$ cat src/rtl/ev22_regfile.sv
// EV22 register file: GPRs, r32..r34, two output ports, two synchronised input ports; 1W/2R.
// Latency: operands registered one edge after updateBlock; writes land on their edge, same-edge bypass.
// No backpressure: strobes are accepted every cycle; bad writes are dropped and flagged on wr_err.
module ev22_regfile #(
  parameter int DATA_W = 16,
  parameter int N_GPR  = 28,
  parameter int SEL_W  = 6
) (
  input  logic              clk,
  input  logic              reset,
  input  logic              updateBlock,
  input  logic [SEL_W-1:0]  Sel_A,
  input  logic [SEL_W-1:0]  Sel_B,
  input  logic              wr_en,
  input  logic [SEL_W-1:0]  wr_addr,
  input  logic [DATA_W-1:0] wr_data,
  input  logic [DATA_W-1:0] pi0,
  input  logic [DATA_W-1:0] pi1,
  output logic [DATA_W-1:0] Data_A,
  output logic [DATA_W-1:0] Data_B,
  output logic              data_valid,
  output logic [DATA_W-1:0] po0,
  output logic [DATA_W-1:0] po1,
  output logic              wr_err
);

  localparam int GI_W = (N_GPR > 1) ? $clog2(N_GPR) : 1;

  localparam logic [SEL_W-1:0] A_PI0 = SEL_W'(28);
  localparam logic [SEL_W-1:0] A_PI1 = SEL_W'(29);
  localparam logic [SEL_W-1:0] A_PO0 = SEL_W'(30);
  localparam logic [SEL_W-1:0] A_PO1 = SEL_W'(31);
  localparam logic [SEL_W-1:0] A_R32 = SEL_W'(32);
  localparam logic [SEL_W-1:0] A_R33 = SEL_W'(33);
  localparam logic [SEL_W-1:0] A_R34 = SEL_W'(34);
  localparam logic [SEL_W-1:0] A_GPR = SEL_W'(N_GPR);

  logic [DATA_W-1:0] gpr [N_GPR];
  logic [DATA_W-1:0] r32, r33, r34;
  logic [DATA_W-1:0] pi0_s1, pi0_s2, pi1_s1, pi1_s2;

  logic              wr_ok;
  logic              byp_a, byp_b;
  logic [DATA_W-1:0] rd_a, rd_b;

  function automatic logic is_writable(input logic [SEL_W-1:0] a);
    return (a < A_GPR) || (a >= A_PO0 && a <= A_R34);
  endfunction

  // Input ports read the second synchroniser flop; unmapped addresses read as zero.
  function automatic logic [DATA_W-1:0] rd_sel(input logic [SEL_W-1:0] a);
    logic [DATA_W-1:0] v;
    v = '0;
    if (a < A_GPR) begin
      v = gpr[a[GI_W-1:0]];
    end else begin
      case (a)
        A_PI0:   v = pi0_s2;
        A_PI1:   v = pi1_s2;
        A_PO0:   v = po0;
        A_PO1:   v = po1;
        A_R32:   v = r32;
        A_R33:   v = r33;
        A_R34:   v = r34;
        default: v = '0;
      endcase
    end
    return v;
  endfunction

  always_comb begin
    wr_ok = wr_en && is_writable(wr_addr);
    byp_a = wr_ok && (Sel_A == wr_addr);
    byp_b = wr_ok && (Sel_B == wr_addr);
    rd_a  = byp_a ? wr_data : rd_sel(Sel_A);
    rd_b  = byp_b ? wr_data : rd_sel(Sel_B);
  end

  always_ff @(posedge clk or posedge reset) begin
    if (reset) begin
      gpr        <= '{default: '0};
      r32        <= '0;
      r33        <= '0;
      r34        <= '0;
      po0        <= '0;
      po1        <= '0;
      pi0_s1     <= '0;
      pi0_s2     <= '0;
      pi1_s1     <= '0;
      pi1_s2     <= '0;
      Data_A     <= '0;
      Data_B     <= '0;
      data_valid <= 1'b0;
      wr_err     <= 1'b0;
    end else begin
      pi0_s1     <= pi0;
      pi0_s2     <= pi0_s1;
      pi1_s1     <= pi1;
      pi1_s2     <= pi1_s1;
      data_valid <= updateBlock;
      wr_err     <= wr_en && !wr_ok;
      if (updateBlock) begin
        Data_A <= rd_a;
        Data_B <= rd_b;
      end
      if (wr_ok) begin
        if (wr_addr < A_GPR) begin
          gpr[wr_addr[GI_W-1:0]] <= wr_data;
        end else begin
          case (wr_addr)
            A_PO0:   po0 <= wr_data;
            A_PO1:   po1 <= wr_data;
            A_R32:   r32 <= wr_data;
            A_R33:   r33 <= wr_data;
            A_R34:   r34 <= wr_data;
            default: ;
          endcase
        end
      end
    end
  end

endmodule

$ cat config.mk
export PLATFORM = sky130hd
export DESIGN_NAME = ev22_regfile
export DESIGN_NICKNAME = d
export VERILOG_FILES = /design/src/rtl/ev22_regfile.sv
export SDC_FILE = /design/constraint.sdc
export NUM_CORES = 1
export LEC_CHECK = 0
export BUFFER_PORTS_ARGS = -buffer_cell sky130_fd_sc_hd__buf_2
export CORE_MARGIN = 4
export CORE_UTILIZATION = 50
export DETAILED_ROUTE_END_ITERATION = 16
export GPL_TIMING_DRIVEN = 0
export PLACE_DENSITY = 0.69
export SYNTH_ARGS = -nofsm -noshare
export SYNTH_HDL_FRONTEND = slang
export SYNTH_SLANG_ARGS = --single-unit
export TNS_END_PERCENT = 30
$ cat constraint.sdc
create_clock -name clk -period 48.6 [get_ports clk]
set_input_delay 4.86 -clock clk [delete_from_list [all_inputs] [get_ports clk]]
set_output_delay 4.86 -clock clk [all_outputs]
set_load 0.02 [all_outputs]
==> impl_metrics.tcl, run 1 <==
set metrics [dict create \
    outcome "completed" \
    clock_latency_ns 0.64 \
    syn_area_sq_um 31680 \
    clock_skew_ns 0.04346 \
    drcViolationCount 0 \
    wl_per_cell_um 36.52 \
    viasPerCell 6.936 \
    clk_pin_slew_ns 0.06 \
    hp-class "reg -> reg" \
    regMostFlops "gpr" \
    drt_iter0_markers 3493 \
    power.density_nw_per_um2 39.03 \
    async_flop_share_pct 100.0 \
    antenna_found_initial 11 \
    internal-power_uw 1009 \
    synthCells 2264 \
    max_slew_margin_pct 2.702 \
    rows 92 \
    yosys.cell_types.count 58 \
    reg2reg_from "gpr[198]" \
    synth-edff-count 0 \
    cts_resized 0 \
    p_sw_uw 393.5 \
    initial_utilization_pct 50.41 \
    hold_path_end "pi0_s2[11]" \
    synth-main-ff-cell "dfrtp_1" \
    cap_violations 0 \
    grt_pass1_vias 23160 \
    setup_viol 0 \
    grt_pass1_wl_um 172900 \
    yosys-top-cells-area "dfrtp_1 49%, mux2_2 20%, mux4_2 13%" \
    cts_tree "done" \
    worstHoldPathCells 0 \
    detailed_place_hpwl_um 88950 \
    holdCritStartpoint "pi0_s1[11]" \
    cts.sinks 626 \
    r2r_setup_slack_ns 45.71 \
    peakVddDrop_v 0.00004510 \
    critPathArrivalTime_ns 8.49 \
    cellLeakagePower_uw 0.01635 \
    dieWidth_um 259.7 \
    final_util_pct 57.18 \
    fin_cells 3374 \
    die_h_um 259.7 \
    die_area_sq_um 67460 \
    rsz0062_at_grt "false" \
    syn_avg_cell_area_sq_um 13.99 \
    syn_nets 2334 \
    core_sq_um 62850 \
    p_sw_share_pct 28.06 \
    ant_nets 0 \
    fin_nets 2539 \
    pwr-share-comb_pct 15.5 \
    dp_cells 3240 \
    tns_ns 0 \
    port_buffers 125 \
    slew_violations 0 \
    hold_violations 0 \
    synth_top_area_share_pct 49.44 \
    crit_path_start_kind "input pin" \
    root_buffer "clkbuf_16" \
    routed_wl_um 123200 \
    ys_ff_latch 626 \
    timing.fmax_ghz 0.1248 \
    min_period_over_period_pct 16.48 \
    drive_gt1_share_pct 45.54 \
    design.portCount 136 \
    largest_reg_flops 448 \
    tightest_slew_ns 1.459 \
    vias 23400 \
    setup.worst_path.class "in -> reg" \
    ys_seq_area_share_pct 49.44 \
    syn_to_final_growth_pct 13.44 \
    grt.overflow.total 0 \
    clockBufferDepth 3 \
    synth_top_area_cell "dfrtp_1" \
    drt_pass1_iterations 7 \
    place.gp.congestion 1.008 \
    cts_hold_buf 0 \
    cts_buffers 72 \
    grt_usage_pct 36.25 \
    critical_path_required_ns 49.08 \
    p_clk_share_pct 39.4 \
    grt_max_degree 139 \
    period_minus_slack_ns 8.010 \
    htreeDepth 3 \
    yosys_warnings 0 \
    worstSetupEndpointType "flip-flop" \
    pwr-share-seq_pct 45.1 \
    r2r_cells 5 \
    rr_endpoint "Data_A[6]" \
    cp_max_fo 10 \
    cts_setup_buffers 0 \
]
## area by class of cell
type / instances / area [sq um]
Antenna cell: 5 / 12.51
Sequential cell: 626 / 15670
Multi-Input combinational cell: 1423 / 14880
Buffer: 212 / 1140
Inverter: 3 / 18.77
Clock buffer: 101 / 2143
Fill cell: 5089 / 26910
Timing Repair Buffer: 131 / 774.5
Clock inverter: 27 / 245.2
Tap cell: 846 / 1059
## per-layer routing
metal  up-vias  wire length, um  global-route usage, %
met4         6             7582                  18.54
met2      1635            55290                  54.91
li1       9093                -                      -
met1     12270            46420                  48.51
met3       394            13900                  9.699
met5         -               38                      0
## worst max-delay path, stage by stage
cell and delay (ns):
buf_2 0.33, buf_2 0.37, clkbuf_1 1.08, mux4_2 0.45, a22oi_1 0.50, nand3_1 0.16
nor4_1 0.59, nor2_1 0.11
## synthesized netlist by cell type (all sizes together) (4+ instances only)
cell	count
a222oi	16
or4	11
nand3	51
nor2b	8
a22oi	111
nand2	93
a221oi	8
mux2	573
o21ai	7
a211oi	5
a2bb2oi	4
a311oi	5
nor4b	4
clkbuf	96
a21oi	31
nand2b	8
a31oi	4
xnor2	4
o22ai	73
xor2	8
buf	116
mux2i	74
mux4	180
nor2	81
nor3	13
nor4	18
dfrtp	626
nand4	4
## metrics by stage
stage	hold slack, ns	setup slack (ns)	power (uW)	cell area [sq um]
2_1_floorplan	0.3312	26.21	766.6	31680
3_3_place_gp	0.3338	20.14	839.3	33370
3_5_place_dp	0.3347	40.20	850.3	33530
4_1_cts	0.3478	40.83	1398	35920
5_1_grt	0.3525	40.71	1440	35930
6_report	0.3466	40.59	1403	35940
## logic make-up (layout without fill, tap and decap cells)
family / Yosys count / after routing / share of synthesized area, %
xor+xnor: 12 / 12 / 0.3317
other cells: 0 / 5 / 0
buf+inv: 215 / 474 / 3.633
flops: 626 / 626 / 49.44
simple gates: 313 / 313 / 5.059
mux: 827 / 827 / 35.50
compound gates: 271 / 271 / 6.034
## placed cells by master (no fill, tap or decap), types with 10 or more instances in the layout
cell	Yosys	final
a21oi_1	31	31
a222oi_1	16	16
a22oi_1	111	111
buf_2	63	188
buf_4	36	36
clkbuf_1	96	104
clkbuf_16	0	74
clkbuf_8	0	19
clkinv_2	0	15
dfrtp_1	626	626
mux2_2	573	573
mux2i_1	74	74
mux4_2	180	180
nand2_1	93	93
nand3_1	50	50
nor2_1	64	64
nor2_2	17	17
nor3_1	10	10
nor4_1	18	17
o22ai_1	73	73
or4_1	11	11
## power by group through the flow
stage                     registers (uW)  clock network [uW]  logic (uW)
after floorplan                      626                   0         141
after global placement               634                   0         205
after detailed placement             638                   0         212
after CTS                            629                 555         214
after global routing                 637                 576         227
final                                633                 553         217
## how the worst max path moves through the flow
stage,start,to,slack [ns],cells after the start
after detailed placement,Sel_B[1],Data_B[13],40.20,8
final,Sel_B[1],Data_B[11],40.59,8
after CTS,Sel_B[1],Data_B[13],40.83,8
after global routing,Sel_B[1],Data_B[13],40.71,8
after global placement,reset,gpr[437],20.14,2
after floorplan,reset,Data_A[0],26.21,1
No activity file was read; power rests on OpenSTA's default activity.
==> run 2, diff against run 1 <==
--- a/config.mk
+++ b/config.mk
@@ -5,12 +5,13 @@
 export SDC_FILE = /design/constraint.sdc
 export NUM_CORES = 1
 export LEC_CHECK = 0
+export ABC_AREA = 1
 export BUFFER_PORTS_ARGS = -buffer_cell sky130_fd_sc_hd__buf_2
 export CORE_MARGIN = 4
 export CORE_UTILIZATION = 50
 export DETAILED_ROUTE_END_ITERATION = 16
 export GPL_TIMING_DRIVEN = 0
-export PLACE_DENSITY = 0.69
+export PLACE_DENSITY = 0.71
 export SYNTH_ARGS = -nofsm -noshare
 export SYNTH_HDL_FRONTEND = slang
 export SYNTH_SLANG_ARGS = --single-unit
==> constraint.sdc (replaced) <==
create_clock -name clk -period 7.25 [get_ports clk]
set_input_delay 0.725 -clock clk [delete_from_list [all_inputs] [get_ports clk]]
set_output_delay 0.725 -clock clk [all_outputs]
set_load 0.02 [all_outputs]
==> run 2 against run 1 <==
  * Synthesized cell count is 110% higher
  * Area after synthesis is 5.3% higher
  * Clock power grew to 7.1 times the previous value
  * Die area is 5.2% higher
  * Routed wire length is 34% higher
  * Clock-buffer cell count is 2 lower
  * Sequential power grew to 6.9 times the previous value
  * Critical path depth is 4 higher
  * Final area is 5.6% higher
  * First-iteration DRC count is 58% higher
  * Utilization is 0.32 points higher
  * Critical path type unchanged
  * Via count is 55% higher
==> impl_metrics.tcl, run 2 <==
set metrics [dict create \
    dp_cells 5852 \
    async_flop_share_pct 100.0 \
    synthCells 4846 \
    syn_avg_cell_area_sq_um 6.887 \
    cp_max_fo 10 \
    hold_violations 0 \
    setup_viol 0 \
    synth_common_cells "2014 x nand2_1, 626 x dfrtp_1, 545 x nor2_1" \
    viasPerCell 6.066 \
    clockBufferDepth 3 \
    setup_slack_ns 3.934 \
    clock_latency_ns 0.65 \
    min_period_over_period_pct 45.74 \
    synth_top_area_cell "dfrtp_1" \
    fin_area_sq_um 37940 \
    clk_pin_slew_ns 0.06 \
    synth-edff-count 0 \
    die_h_um 266.4 \
    cap_violations 0 \
    hp-class "in -> async" \
    seq_area_sq_um 15670 \
    drt_iter0_markers 5529 \
    synth_top_area_share_pct 46.94 \
    largest_reg_flops 448 \
    grt_pass1_vias 33820 \
    crit_path_start_kind "input pin" \
    fin_nets 5131 \
    root_buffer "clkbuf_16" \
    antenna_found_initial 10 \
    slew_violations 0 \
    rows 94 \
    synth-main-ff-cell "dfrtp_1" \
    timing.fmax_ghz 0.3015 \
    setup.worst_path.class "in -> reg" \
    port_buffers 125 \
    max_slew_margin_pct 3.015 \
    power.density_nw_per_um2 264.4 \
    ys_seq_area_share_pct 46.94 \
    cellLeakagePower_uw 0.01880 \
    critPathArrivalTime_ns 3.90 \
    cts_setup_buffers 0 \
    grt_pass1_wl_um 233300 \
    dp_slack_ns 3.653 \
    drive_gt1_share_pct 9.110 \
    place.gp.congestion 1.102 \
    yosysMostFrequentCell "nand2_1" \
    design.portCount 136 \
    drcViolationCount 0 \
    peakVddDrop_v 0.0002879 \
    final_common_cell "nand2_1" \
    cts_buffers 71 \
    critical_path_required_ns 7.83 \
    fin_cells 5987 \
    routed_wl_um 165400 \
    htreeDepth 3 \
    die_area_sq_um 70940 \
    syn_to_final_growth_pct 13.69 \
    cts.sinks 626 \
    clock_skew_ns 0.02082 \
    drt_pass1_iterations 8 \
    dieWidth_um 266.4 \
    grt_max_degree 45 \
    grt_usage_pct 45.76 \
    rsz0062_at_grt "false" \
    yosys_warnings 0 \
    ant_nets 0 \
    layout_common_cells "2014 x nand2_1, 626 x dfrtp_1, 545 x nor2_1" \
    wl_per_cell_um 27.62 \
    core_sq_um 65980 \
    regMostFlops "gpr" \
    tightest_slew_ns 1.455 \
    worstSetupEndpointType "flip-flop" \
    multi_input_area_sq_um 15470 \
    syn_area_sq_um 33370 \
    cts_tree "done" \
    yosys.cell_types.count 28 \
    vias 36320 \
    yosys-top-cells-area "dfrtp_1 47%, nand2_1 23%, o21ai_0 7.6%" \
    cts_hold_buf 0 \
    syn_nets 4916 \
    dpl_cell_area_sq_um 35420 \
    initial_utilization_pct 50.58 \
    detailed_place_hpwl_um 122200 \
    outcome "completed" \
    slowest_stage "nor2_2" \
    cts_resized 0 \
    cpMostUsedCell "nand2_1" \
    max_stage_delay_ns 0.97 \
    crit_chain "buf_2 -> inv_2 -> nor2_2 -> clkbuf_1 -> nand2_1 -> nand4_1 -> nand3_1 -> nand2_1 -> nand3_1 -> nand2_1 -> nand2_1 -> nand2_1" \
    grt.overflow.total 0 \
    nFillCells 6435 \
    period_minus_slack_ns 3.316 \
    ys_ff_latch 626 \
]
-- run 2: changes by cell type after synthesis, moves of 180 or more --
cell	previous run	this run
o21ai_0	5	504
nand3_1	50	288
nor2_1	64	545
inv_1	3	190
nand2_1	93	2014
mux2_2	573	0
mux4_2	180	0
-- run 2: per-layer routing --
layer	vias to the layer above	wire [um]	GRT usage, %
li1	15740	-	-
met1	17290	61330	59.13
met2	2584	68360	65.81
met3	704	21030	14.45
met4	10	14560	31.27
met5	-	68	0
-- run 2: kinds of logic after synthesis --
logic type | Yosys count | synth area share [%]
flip-flops | 626 | 46.94
AO/OA/AOI/OAI | 748 | 11.23
buffers and inverters | 535 | 6.715
AND/OR/NAND/NOR | 2931 | 34.95
XOR/XNOR | 6 | 0.1575
-- run 2: power breakdown --
part           switching, uW  internal (uW)
combinational           1260            498
clock                   1620           2310
sequential               401           3940
total                   3280           6750
-- run 2: path summary, 6_finish.rpt --
check,end,cells past startpoint,from,slack [ns]
max reg2reg,Data_B[7],12,gpr[439],5.26
min in group clk,pi0_s1[5],1,pi0[5],0.18
min reg2reg,pi1_s2[9],0,pi1_s1[9],0.34
min,gpr[60],2,reset,0.18
max,Data_B[5],12,Sel_B[0],3.93
max in group asynchronous,gpr[292],8,reset,5.11
-- run 2: area by class of cell --
type | instances | area share (%)
Inverter | 200 | 2.002
Tap cell | 864 | 2.849
Buffer | 335 | 3.914
Multi-Input combinational cell | 3685 | 40.76
Sequential cell | 626 | 41.29
Timing Repair Buffer | 142 | 2.546
Clock buffer | 99 | 5.468
Antenna cell | 8 | 0.05276
Clock inverter | 28 | 1.118
-- run 2: worst max-delay path: cells and delay by family --
family	cells	cell delay, ns
simple gates	9	2.10
buf+inv	3	1.06
-- run 2: per-stage QoR --
step | setup TNS, ns | utilization, % | total power [uW] | hold slack (ns)
CTS | 0 | 57.47 | 9929 | 0.1628
finish | 0 | 57.50 | 10030 | 0.1769
floorplan | -1265.71 | - | 5289 | 0.3312
global placement | -3502.24 | 53.17 | 6008 | 0.3318
global route | 0 | 57.47 | 10340 | 0.1672
detailed placement | 0 | 53.69 | 6058 | 0.3347
